**config.mk**
```make
export PLATFORM = sky130hd
export DESIGN_NAME = fdu_heartbeat_gen_flat
export DESIGN_NICKNAME = d
export VERILOG_FILES = /design/src/rtl/fdu_heartbeat_gen_if.sv /design/src/rtl/fdu_heartbeat_gen.sv /design/src/flat_wrapper.sv
export SDC_FILE = /design/constraint.sdc
export NUM_CORES = 1
export LEC_CHECK = 0
export CORE_ASPECT_RATIO = 0.8
export CORE_MARGIN = 1
export CORE_UTILIZATION = 60
export DETAILED_ROUTE_END_ITERATION = 8
export GPL_ROUTABILITY_DRIVEN = 0
export PLACE_DENSITY = 0.84
export SYNTH_ARGS = -nofsm -noshare
export SYNTH_HDL_FRONTEND = slang
export SYNTH_SLANG_ARGS = --single-unit
```
**constraint.sdc**
```tcl
create_clock -name clk -period 2.9 [get_ports clk]
set_clock_uncertainty 0.1 [all_clocks]
set_input_delay 0.87 -clock clk [delete_from_list [all_inputs] [get_ports clk]]
set_output_delay 0.87 -clock clk [all_outputs]
set_load 0.01 [all_outputs]
```
**src/rtl/fdu_heartbeat_gen_if.sv**
```systemverilog
// fdu_heartbeat_gen_if: heartbeat control/status bundle (master drives enable/kick/inject, slave drives fdu/wrap/stalled)
interface fdu_heartbeat_gen_if;
  logic       enable;
  logic       kick;
  logic       inject;
  logic [2:0] fdu;
  logic       wrap;
  logic       stalled;
  modport master (output enable, kick, inject, input fdu, wrap, stalled);
  modport slave (input enable, kick, inject, output fdu, wrap, stalled);
endinterface

```
**src/rtl/fdu_heartbeat_gen.sv**
```systemverilog
// fdu_heartbeat_gen: 3-bit Gray heartbeat transmitter with kick-timeout stall and fault injection
//   clk        in  clock
//   reset      in  asynchronous active-high reset
//   hb.enable  in  level, 1 = generate heartbeat
//   hb.kick    in  single-cycle firmware-alive pulse
//   hb.inject  in  single-cycle request for one illegal code
//   hb.fdu     out registered Gray code to the monitor
//   hb.wrap    out one-cycle pulse on the 100->000 transition
//   hb.stalled out level, 1 while frozen on kick timeout
module fdu_heartbeat_gen #(
  parameter int STEP_CYCLES  = 100000,
  parameter int KICK_TIMEOUT = 2000000,
  parameter int CNT_W        = 24
) (
  input logic                clk,
  input logic                reset,
  fdu_heartbeat_gen_if.slave hb
);
  typedef enum logic [1:0] {OFF, RUN, STALL} state_t;
  localparam logic [CNT_W-1:0] STEP_LAST = CNT_W'(STEP_CYCLES - 1);
  localparam logic [CNT_W-1:0] KICK_LAST = CNT_W'(KICK_TIMEOUT - 1);
  state_t           r_state, w_state_nx;
  logic [2:0]       r_idx, w_idx_nx, r_fdu, w_fdu_nx;
  logic             r_wrap, w_wrap_nx, r_stalled, w_stalled_nx;
  logic             r_pend, w_pend_nx, r_bad, w_bad_nx;
  logic [CNT_W-1:0] r_step_cnt, w_step_nx, r_kick_cnt, w_kick_nx;
  logic             w_step, w_tmo;
  logic [2:0]       w_idx_inc;
  assign w_step    = r_step_cnt == STEP_LAST;
  assign w_tmo     = r_kick_cnt == KICK_LAST;
  assign w_idx_inc = r_idx + 3'd1;
  always_comb begin
    w_state_nx   = r_state;
    w_idx_nx     = r_idx;
    w_fdu_nx     = r_fdu;
    w_wrap_nx    = 1'b0;
    w_stalled_nx = r_stalled;
    w_step_nx    = r_step_cnt;
    w_kick_nx    = r_kick_cnt;
    w_pend_nx    = r_pend;
    w_bad_nx     = r_bad;
    // disable and the stall-recovery kick both restart from a clean zero state
    if (!hb.enable || (r_state == STALL && hb.kick)) begin
      w_state_nx   = hb.enable ? RUN : OFF;
      w_idx_nx     = 3'd0;
      w_fdu_nx     = 3'd0;
      w_stalled_nx = 1'b0;
      w_step_nx    = '0;
      w_kick_nx    = '0;
      w_pend_nx    = 1'b0;
      w_bad_nx     = 1'b0;
    end else if (r_state == OFF) begin
      w_state_nx = RUN;
    end else if (r_state == RUN) begin
      w_step_nx = w_step ? '0 : r_step_cnt + 1'b1;
      w_kick_nx = hb.kick ? '0 : r_kick_cnt + 1'b1;
      w_pend_nx = r_pend | hb.inject;
      if (!hb.kick && w_tmo) begin
        w_state_nx   = STALL;
        w_stalled_nx = 1'b1;
        w_kick_nx    = r_kick_cnt;
      end
      // r_bad marks that the illegal code is already on the wire
      if (w_step) begin
        if (r_bad) begin
          w_idx_nx  = 3'd0;
          w_fdu_nx  = 3'd0;
          w_pend_nx = 1'b0;
          w_bad_nx  = 1'b0;
        end else if (r_pend) begin
          w_fdu_nx = ~r_fdu;
          w_bad_nx = 1'b1;
        end else begin
          w_idx_nx  = w_idx_inc;
          w_fdu_nx  = w_idx_inc ^ (w_idx_inc >> 1);
          w_wrap_nx = r_idx == 3'd7;
        end
      end
    end
  end
  always_ff @(posedge clk or posedge reset) begin
    if (reset) begin
      r_state    <= OFF;
      r_idx      <= 3'd0;
      r_fdu      <= 3'd0;
      r_wrap     <= 1'b0;
      r_stalled  <= 1'b0;
      r_step_cnt <= '0;
      r_kick_cnt <= '0;
      r_pend     <= 1'b0;
      r_bad      <= 1'b0;
    end else begin
      r_state    <= w_state_nx;
      r_idx      <= w_idx_nx;
      r_fdu      <= w_fdu_nx;
      r_wrap     <= w_wrap_nx;
      r_stalled  <= w_stalled_nx;
      r_step_cnt <= w_step_nx;
      r_kick_cnt <= w_kick_nx;
      r_pend     <= w_pend_nx;
      r_bad      <= w_bad_nx;
    end
  end
  assign hb.fdu     = r_fdu;
  assign hb.wrap    = r_wrap;
  assign hb.stalled = r_stalled;
endmodule

```
**src/flat_wrapper.sv**
```systemverilog
// flat-port wrapper written by rule: the top's interface ports become plain ports
module fdu_heartbeat_gen_flat 
#(
  parameter int STEP_CYCLES  = 100000,
  parameter int KICK_TIMEOUT = 2000000,
  parameter int CNT_W        = 24
)
  (clk, reset, hb_enable, hb_kick, hb_inject, hb_fdu, hb_wrap, hb_stalled);
  fdu_heartbeat_gen_if hb_i ();
  input logic clk;
  input logic reset;
  input wire logic [$bits(hb_i.enable)-1:0] hb_enable;
  input wire logic [$bits(hb_i.kick)-1:0] hb_kick;
  input wire logic [$bits(hb_i.inject)-1:0] hb_inject;
  output wire logic [$bits(hb_i.fdu)-1:0] hb_fdu;
  output wire logic [$bits(hb_i.wrap)-1:0] hb_wrap;
  output wire logic [$bits(hb_i.stalled)-1:0] hb_stalled;
  assign hb_i.enable = hb_enable;
  assign hb_i.kick = hb_kick;
  assign hb_i.inject = hb_inject;
  assign hb_fdu = hb_i.fdu;
  assign hb_wrap = hb_i.wrap;
  assign hb_stalled = hb_i.stalled;
  fdu_heartbeat_gen #(.STEP_CYCLES(STEP_CYCLES), .KICK_TIMEOUT(KICK_TIMEOUT), .CNT_W(CNT_W)) u_core (.clk(clk), .reset(reset), .hb(hb_i));
endmodule
```
# After elaboration in Yosys (flattened, before gate mapping)
# Index checks and enable logic that the tools add are counted.
[totals]
register_bits = 60
inputBits = 5
output_inout_bits = 5
word_cells = 87
[classes]
addsub = 3
eq_ne = 8
mux = 47
bitwise_logic = 3
n_reduce_logical = 17
[ops]
columns = ["op", "n"]
rows = [
  ["24-bit two-way mux", 9],
  ["24-bit by 1-bit adder with 24-bit output, second input constant", 2],
  ["3-bit two-way mux", 12],
  ["24-bit by 17-bit equality test with 1-bit output, second input constant", 1],
  ["24-bit by 21-bit equality test with 1-bit output, second input constant", 1],
  ["1-bit two-way mux", 22],
  ["3-bit AND reduction", 3],
  ["2-bit two-way mux", 4],
  ["2-bit nonzero test", 3],
  ["3-bit nonzero test", 2],
  ["2-bit by 1-bit != test with 1-bit output, second input constant", 2],
  ["2-bit AND reduction", 2],
  ["4-bit AND reduction", 1],
  ["3-bit by 1-bit adder with 3-bit output, second input constant", 1],
  ["3-bit equality test, second input constant", 1],
  ["3-bit != test, second input constant", 1],
  ["3-bit inverter", 1],
  ["3-bit by 2-bit bitwise XOR with 3-bit output", 1],
  ["2-bit by 1-bit equality test with 1-bit output, second input constant", 1],
  ["2-bit equality test, second input constant", 1],
  ["1-bit logical AND", 2],
  ["1-bit logical NOT", 2],
  ["2-bit logical NOT", 1],
  ["1-bit logical OR", 1],
  ["1-bit OR", 1],
]

# Depth between registers and ports, before layout
# Gate-level depths: netlist of run 1.
[logic_depth]
ltp_word = 8
mapped_depth = 8
mapped_depth_nobuf = 6

# Worst setup path after synthesis of run 1
# OpenSTA, ideal clock, no wires.
[synth_path]
kind = "input to register"
startpoint = "input port hb_kick"
endpoint = "register u_core.r_kick_cnt[8]"
setup_time_ns = 0.126
arrival_ns = 2.146
required_ns = 2.674
slack_ns = 0.528
stages = 6
n_path_buf = 1
cell_sequence = "nor4b_1 > nand2_1 > nor4_4 > buf_6 > nor2_4 > a221o_1"
[synth_between]
elab_chain_len = 5
elab_cells_between_ends = 13
cone_classes = "2 x eq/ne; 5 x mux; 6 x reduce/logical"
[synth_rtl]
columns = ["item", "line_no", "rtl"]
rows = [
  ["start: declaration", "flat_wrapper.sv:13", "input wire logic [$bits(hb_i.kick)-1:0] hb_kick;"],
  ["24-bit two-way mux", "fdu_heartbeat_gen.sv:56", "w_kick_nx = hb.kick ? '0 : r_kick_cnt + 1'b1;"],
  ["24-bit two-way mux", "fdu_heartbeat_gen.sv:58", "if (!hb.kick && w_tmo) begin"],
  ["24-bit two-way mux", "fdu_heartbeat_gen.sv:54", "end else if (r_state == RUN) begin"],
  ["24-bit two-way mux", "fdu_heartbeat_gen.sv:52", "end else if (r_state == OFF) begin"],
  ["24-bit two-way mux", "fdu_heartbeat_gen.sv:43", "if (!hb.enable || (r_state == STALL && hb.kick)) begin"],
  ["end signal: assignment", "fdu_heartbeat_gen.sv:99", "r_kick_cnt <= w_kick_nx;"],
  ["end: declaration", "fdu_heartbeat_gen.sv:26", "logic [CNT_W-1:0] r_step_cnt, w_step_nx, r_kick_cnt, w_kick_nx;"],
]
# Parallel ways exist; a longest one is shown, timed or not. The select of a mux whose other input is x is not followed.
# A chain may end at the register's enable or synchronous reset.

# Worst setup path in the final report of run 1
[layout_path]
startpoint = "input port hb_kick"
endpoint = "register u_core.r_kick_cnt[13]"
# The elaborated chain is that of the path after synthesis.

==> flow_summary.json, run 1 <==
{
  "synth_fp_nets": 370,
  "cpLargestDelayFamily": "simple AND/OR/NAND/NOR gates",
  "tightestPinTransition_ns": 0.6101,
  "cp.required_ns": 3.03,
  "min_period_ns": 2.655,
  "critPathKind": "input port to flop",
  "regArea_sq_um": 1501,
  "die_area_sq_um": 6067,
  "die_h_um": 69.87,
  "maxCapViolations": 0,
  "clk_latency_ns": 0.34,
  "grt_first_pass_wirelength_um": 13120,
  "worst-path-buf-inv": 2,
  "first_pass_iters": 5,
  "yosysWarnings": 0,
  "cts_sinks": 60,
  "cts.reportedPaths.clkPinSlew_ns": 0.07,
  "routedWlPerCell_um": 16.57,
  "rrSetupSlack_ns": 0.56,
  "routed_wl_um": 7638,
  "boundaryPins": 10,
  "synth_top_family_by_area": "simple AND/OR/NAND/NOR gates",
  "synth_edf_count": 0,
  "hold_viol": 0,
  "synth-simple-area-share_pct": 29.81,
  "grt_max_degree": 36,
  "synth_mux_area_share_pct": 0.3260,
  "fillerInstances": 389,
  "ctsResizeCount": 0,
  "setup_ws_ns": 0.2450,
  "end_kind": "flop",
  "drc": 0,
  "hp-class": "flop to flop",
  "worstPathMaxFanout": 10,
  "clock.fmax_mhz": 376.7,
  "setup.worst_path.start_class": "input port",
  "layout-drive-gt1-share_pct": 13.32,
  "multi_input_area_sq_um": 1795,
  "dpl.hpwl_um": 5185,
  "crit_slowest_cell": "clkdlybuf4s50_1",
  "slew_violations": 0,
  "setup_viol": 0,
  "p_per_area_nw_per_um2": 475.1,
  "postCtsHoldBufs": 0,
  "slowest_delay_ns": 0.46,
  "arrival_ns": 2.78,
  "slew_headroom_pct": 58.99,
  "area_growth_pct": 12.17,
  "htreeDepth": 3,
  "clockBufferDepth": 2,
  "synth_compound_area_share_pct": 14.31,
  "final_area_sq_um": 3875,
  "port_buffers": 9,
  "rows": 24,
  "synth.avg_cell_area_sq_um": 9.569,
  "antenna_cells": 0,
  "antenna_found_initial": 0,
  "ys_ff_latch": 60,
  "ys.flop_type": "dfrtp_1",
  "vias": 2933,
  "numCtsBuffers": 9,
  "final_nets": 387,
  "vdd_drop_max_v": 0.0003124,
  "synth_fa_ha_area_share_pct": 1.449,
  "ys_types": 55,
  "die_w_um": 86.84,
  "worstPathCellList": "clkdlybuf4s50_1, nor4b_1, nand2_1, nor4_4, buf_4, nor2_4, a221o_1",
  "finalCritPeriodShare_pct": 91.55,
  "synth_xor_area_share_pct": 6.085,
  "grtUsageTotal_pct": 28.61,
  "coreArea_sq_um": 5495,
  "status": "finished clean",
  "synth_area_sq_um": 3455,
  "syn_inst": 361,
  "cts_setup_buffers": 0,
  "start_util_pct": 62.86,
  "grt_pass1_vias": 2806,
  "cts_root_buf": "clkbuf_8",
  "dpl-instance-area_sq_um": 3640,
  "via_per_inst": 6.362,
  "ys_seq_area_share_pct": 43.46,
  "timing.hold.ws_ns": 0.4084,
  "grt.overflow.total": 0,
  "cts_tree": "yes",
  "rsz0062_at_grt": "no",
  "first_iter_violations": 332,
  "detail-route-antenna-nets": 0,
  "p_leak_uw": 0.001640,
  "pre_cts_ws_ns": -0.05133,
  "utilization_pct": 70.51,
  "synth-async-reset-ratio_pct": 100.0
}
routing by layer:
metal  track usage (%)  part of all wire [%]
met5                 0                     0
met4             14.26                   2.7
met3             7.210                   6.4
met2             42.52                    46
met1             38.93                    44
placed cells by master, fill, tap and decap left out, types with 2 or more instances in the layout:
| cell type | instances |
|---|---|
| dfrtp_1 | 60 |
| nor2_1 | 37 |
| nand2_1 | 36 |
| nand4_1 | 19 |
| xor2_1 | 19 |
| nand3_1 | 17 |
| a21oi_1 | 16 |
| buf_4 | 15 |
| nor3_1 | 13 |
| clkbuf_8 | 12 |
| o21ai_0 | 11 |
| nor4_1 | 9 |
| clkdlybuf4s50_1 | 9 |
| and3_1 | 7 |
| o22a_1 | 7 |
| a221o_1 | 6 |
| and4_1 | 6 |
| inv_1 | 5 |
| a22o_1 | 5 |
| xnor2_1 | 5 |
| or4_1 | 4 |
| or3_1 | 4 |
| ha_1 | 4 |
| nor4_2 | 3 |
| nor4b_1 | 3 |
| nor2b_1 | 3 |
| o21ai_1 | 3 |
| and2_1 | 3 |
| a211o_1 | 3 |
| a21bo_2 | 3 |
| nor4bb_1 | 3 |
| nand3b_1 | 2 |
| nor4_4 | 2 |
| nand2b_1 | 2 |
| nand4b_1 | 2 |
| bufinv_16 | 2 |
| clkinv_2 | 2 |
cell type report:
cell class | count | area share, %
clock inverters | 4 | 1.808
multi-input cells | 276 | 46.34
repair buffers | 25 | 5.748
well taps | 78 | 2.519
clock buffers | 12 | 4.262
flip-flops and latches | 60 | 38.75
inverters | 6 | 0.5812
Yosys cell counts, drive strengths merged (7+ instances only):
cell type,instances,share of area [%]
nand3,17,2.5
a21oi,16,2.3
nor3,14,2.4
buf,14,3.4
xor2,19,4.8
nor4,14,3.9
nor2,38,4.3
nand2,37,4.2
nand4,19,3.4
o22a,7,1.8
o21ai,14,2.0
dfrtp,60,43
and3,7,1.3
state kept, by name, summed over array words and instances, names as in the netlist:
name,flops
u_core.r_pend,1
u_core.hb.wrap,1
u_core.r_kick_cnt,24
u_core.hb.stalled,1
u_core.r_idx,3
u_core.r_state,2
u_core.r_step_cnt,24
u_core.r_bad,1
u_core.hb.fdu,3
per-stage QoR:
step	std cells	setup TNS (ns)	power, uW
floorplan	361	0	939.0
global placement	445	0	967.8
detailed placement	445	-0.2451	970.8
CTS	461	0	1856
global route	461	0	1900
finish	461	0	1841
worst paths after layout:
kind	from	endpoint	cells after the start
worst min register to register	u_core.hb.stalled$_DFFE_PP0P_	u_core.hb.stalled$_DFFE_PP0P_	2
worst min-delay path	u_core.hb.stalled$_DFFE_PP0P_	u_core.hb.stalled$_DFFE_PP0P_	2
min in group asynchronous	reset	u_core.r_kick_cnt[21]$_DFFE_PP0P_	2
worst max-delay path	hb_kick	u_core.r_kick_cnt[13]$_DFFE_PP0P_	7
max in group asynchronous	reset	u_core.r_step_cnt[17]$_DFFE_PP0P_	3
worst max register to register	u_core.r_step_cnt[14]$_DFFE_PP0P_	u_core.r_step_cnt[22]$_DFFE_PP0P_	5
power breakdown:
| part | switching (uW) | internal, uW |
|---|---|---|
| registers | 12.4 | 846 |
| clock network | 335 | 551 |
| logic | 61.6 | 35.0 |
| total | 409 | 1430 |
worst reg2reg max path, stage by stage, from the launching register on:
cell     delay (ns)
dfrtp_1        0.45
nor4_1         0.33
nand4_1        0.32
or3_1          0.62
nand2_4        0.28
nor2_1         0.10
kinds of logic after synthesis:
family	after synthesis
flops	60
xor+xnor	24
compound gates	66
buf+inv	25
mux	1
fa+ha+maj	4
simple gates	181
(Power assumes the default switching activity.)
==> inputs of run 2 (changes only) <==
--- a/config.mk
+++ b/config.mk
@@ -10,7 +10,7 @@
 export CORE_UTILIZATION = 60
 export DETAILED_ROUTE_END_ITERATION = 8
 export GPL_ROUTABILITY_DRIVEN = 0
-export PLACE_DENSITY = 0.84
+export PLACE_DENSITY_LB_ADDON = 0.25
 export SYNTH_ARGS = -nofsm -noshare
 export SYNTH_HDL_FRONTEND = slang
 export SYNTH_SLANG_ARGS = --single-unit
==> run 2 against run 1 <==
Total power down 9.2%. Sequential share of layout area up 0.48 points. Utilization fell by 0.87 points. Sequential power about the same. Clock power shrank 19%. First-iteration DRC count decreased by 16%. Final cell count is the same. Die area is the same. Worst hold slack got worse by 0.0028 ns. Fmax is 1.8% higher. Largest cell class unchanged.
==> flow_summary.json, run 2 (synthesis gave the netlist of run 1 again) <==
{
  "status": "finished clean",
  "tightestPinTransition_ns": 0.6488,
  "highest_layer": "met4",
  "cts_root_buf": "clkbuf_8",
  "hold_viol": 0,
  "setup.worst_path.start_class": "input port",
  "rows": 24,
  "postCtsHoldBufs": 0,
  "final_cell_mix": "dfrtp_1, nor2_1, nand2_1",
  "clk_latency_ns": 0.35,
  "wl_met1_um": 3633,
  "timing.hold.ws_ns": 0.4056,
  "critPathKind": "input port to flop",
  "arrival_ns": 2.74,
  "setup_viol": 0,
  "antenna_found_initial": 0,
  "layout_commonest_cell": "dfrtp_1",
  "first_pass_iters": 5,
  "vias": 2910,
  "routed_wl_um": 7660,
  "detail-route-antenna-nets": 0,
  "boundaryPins": 10,
  "slew_headroom_pct": 56.39,
  "ctsResizeCount": 0,
  "antenna_cells": 0,
  "layout-drive-gt1-share_pct": 13.32,
  "worstPathMaxFanout": 10,
  "met3_length_um": 384,
  "worstPathCellList": "clkdlybuf4s50_1, nor4b_1, nand2_1, nor4_4, buf_4, nor2_4, a221o_1",
  "min_period_ns": 2.609,
  "grtUsageTotal_pct": 29.15,
  "clock.fmax_mhz": 383.3,
  "maxCapViolations": 0,
  "wl_met2_um": 3534,
  "dpl.hpwl_um": 5261,
  "die_area_sq_um": 6067,
  "cts_sinks": 60,
  "cts_tree": "yes",
  "grt.overflow.total": 0,
  "drc": 0,
  "htreeDepth": 3,
  "cts.reportedPaths.clkPinSlew_ns": 0.07,
  "routedWlPerCell_um": 16.62,
  "slew_violations": 0,
  "cp.required_ns": 3.03,
  "slowest_delay_ns": 0.45,
  "cpLargestDelayFamily": "simple AND/OR/NAND/NOR gates",
  "p_leak_uw": 0.001616,
  "vdd_drop_max_v": 0.0003105,
  "p_per_area_nw_per_um2": 436.5,
  "fin_setup_tns_ns": 0,
  "via_per_inst": 6.312,
  "rsz0062_at_grt": "no",
  "grt_pass1_vias": 2856,
  "hp-class": "flop to flop",
  "port_buffers": 9,
  "die_w_um": 86.84,
  "coreArea_sq_um": 5495,
  "grt_max_degree": 31,
  "biggestRegsByFlops": "u_core.r_kick_cnt: 24 flops, u_core.r_step_cnt: 24 flops",
  "end_kind": "flop",
  "area_growth_pct": 10.79,
  "finalCritPeriodShare_pct": 89.96,
  "start_util_pct": 62.86,
  "numCtsBuffers": 9,
  "worst-path-buf-inv": 2,
  "die_h_um": 69.87,
  "cts_setup_buffers": 0,
  "final_nets": 387,
  "grt_first_pass_wirelength_um": 13470,
  "clockBufferDepth": 2,
  "crit_slowest_cell": "clkdlybuf4s50_1",
  "first_iter_violations": 280
}
==> run 2: worst paths after layout <==
path | startpoint | end | slack (ns) | cells after the start
worst max-delay path | hb_kick | u_core.r_kick_cnt[17]$_DFFE_PP0P_ | 0.29 | 7
worst min-delay path | u_core.hb.stalled$_DFFE_PP0P_ | u_core.hb.stalled$_DFFE_PP0P_ | 0.41 | 2
worst max register to register | u_core.r_step_cnt[14]$_DFFE_PP0P_ | u_core.r_step_cnt[6]$_DFFE_PP0P_ | 0.57 | 5
worst min register to register | u_core.hb.stalled$_DFFE_PP0P_ | u_core.hb.stalled$_DFFE_PP0P_ | 0.41 | 2
max in group asynchronous | reset | u_core.r_state[0]$_DFFE_PP0P_ | 1.43 | 3
min in group asynchronous | reset | u_core.r_kick_cnt[16]$_DFFE_PP0P_ | 0.73 | 2
==> run 2: where the power goes <==
| group | switching (uW) | total [uW] | internal [uW] |
|---|---|---|---|
| logic | 61.9 | 97.9 | 36.0 |
| clock network | 339 | 714 | 375 |
| registers | 12.4 | 858 | 846 |
| total | 414 | 1670 | 1260 |
==> run 2: layout make-up <==
| cell class | instances | area, sq um |
|---|---|---|
| inverters | 6 | 22.52 |
| clock buffers | 12 | 165.2 |
| multi-input cells | 276 | 1795 |
| fillers | 431 | 1668 |
| flip-flops and latches | 60 | 1501 |
| well taps | 78 | 97.59 |
| repair buffers | 25 | 222.7 |
| clock inverters | 4 | 22.52 |
==> run 2: worst reg2reg max path: stages (launching register included) <==
cell and delay (ns):
dfrtp_1 0.45, nor4_1 0.35, nand4_1 0.34, or3_1 0.62, nand2_4 0.28, nor2_1 0.09
==> run 2: per-layer routing <==
metal / vias up / global-route usage (%)
met3: 16 / 8.747
met4: 0 / 9.444
li1: 1374 / -
met1: 1434 / 41.20
met5: - / 0
met2: 86 / 43.04
==> run 2: per-stage QoR <==
stage / setup WS (ns) / instance area (sq um) / utilization [%] / std cells / power (uW)
final: 0.2913 / 3827 / 69.65 / 461 / 1671
after global placement: 0.03894 / 3640 / 66.23 / 445 / 969.4
after CTS: 0.3180 / 3827 / 69.65 / 461 / 1680
after floorplan: 0.4453 / 3455 / - / 361 / 939.0
after detailed placement: -0.05890 / 3640 / 66.23 / 445 / 971.8
after global routing: 0.2104 / 3827 / 69.65 / 461 / 1728
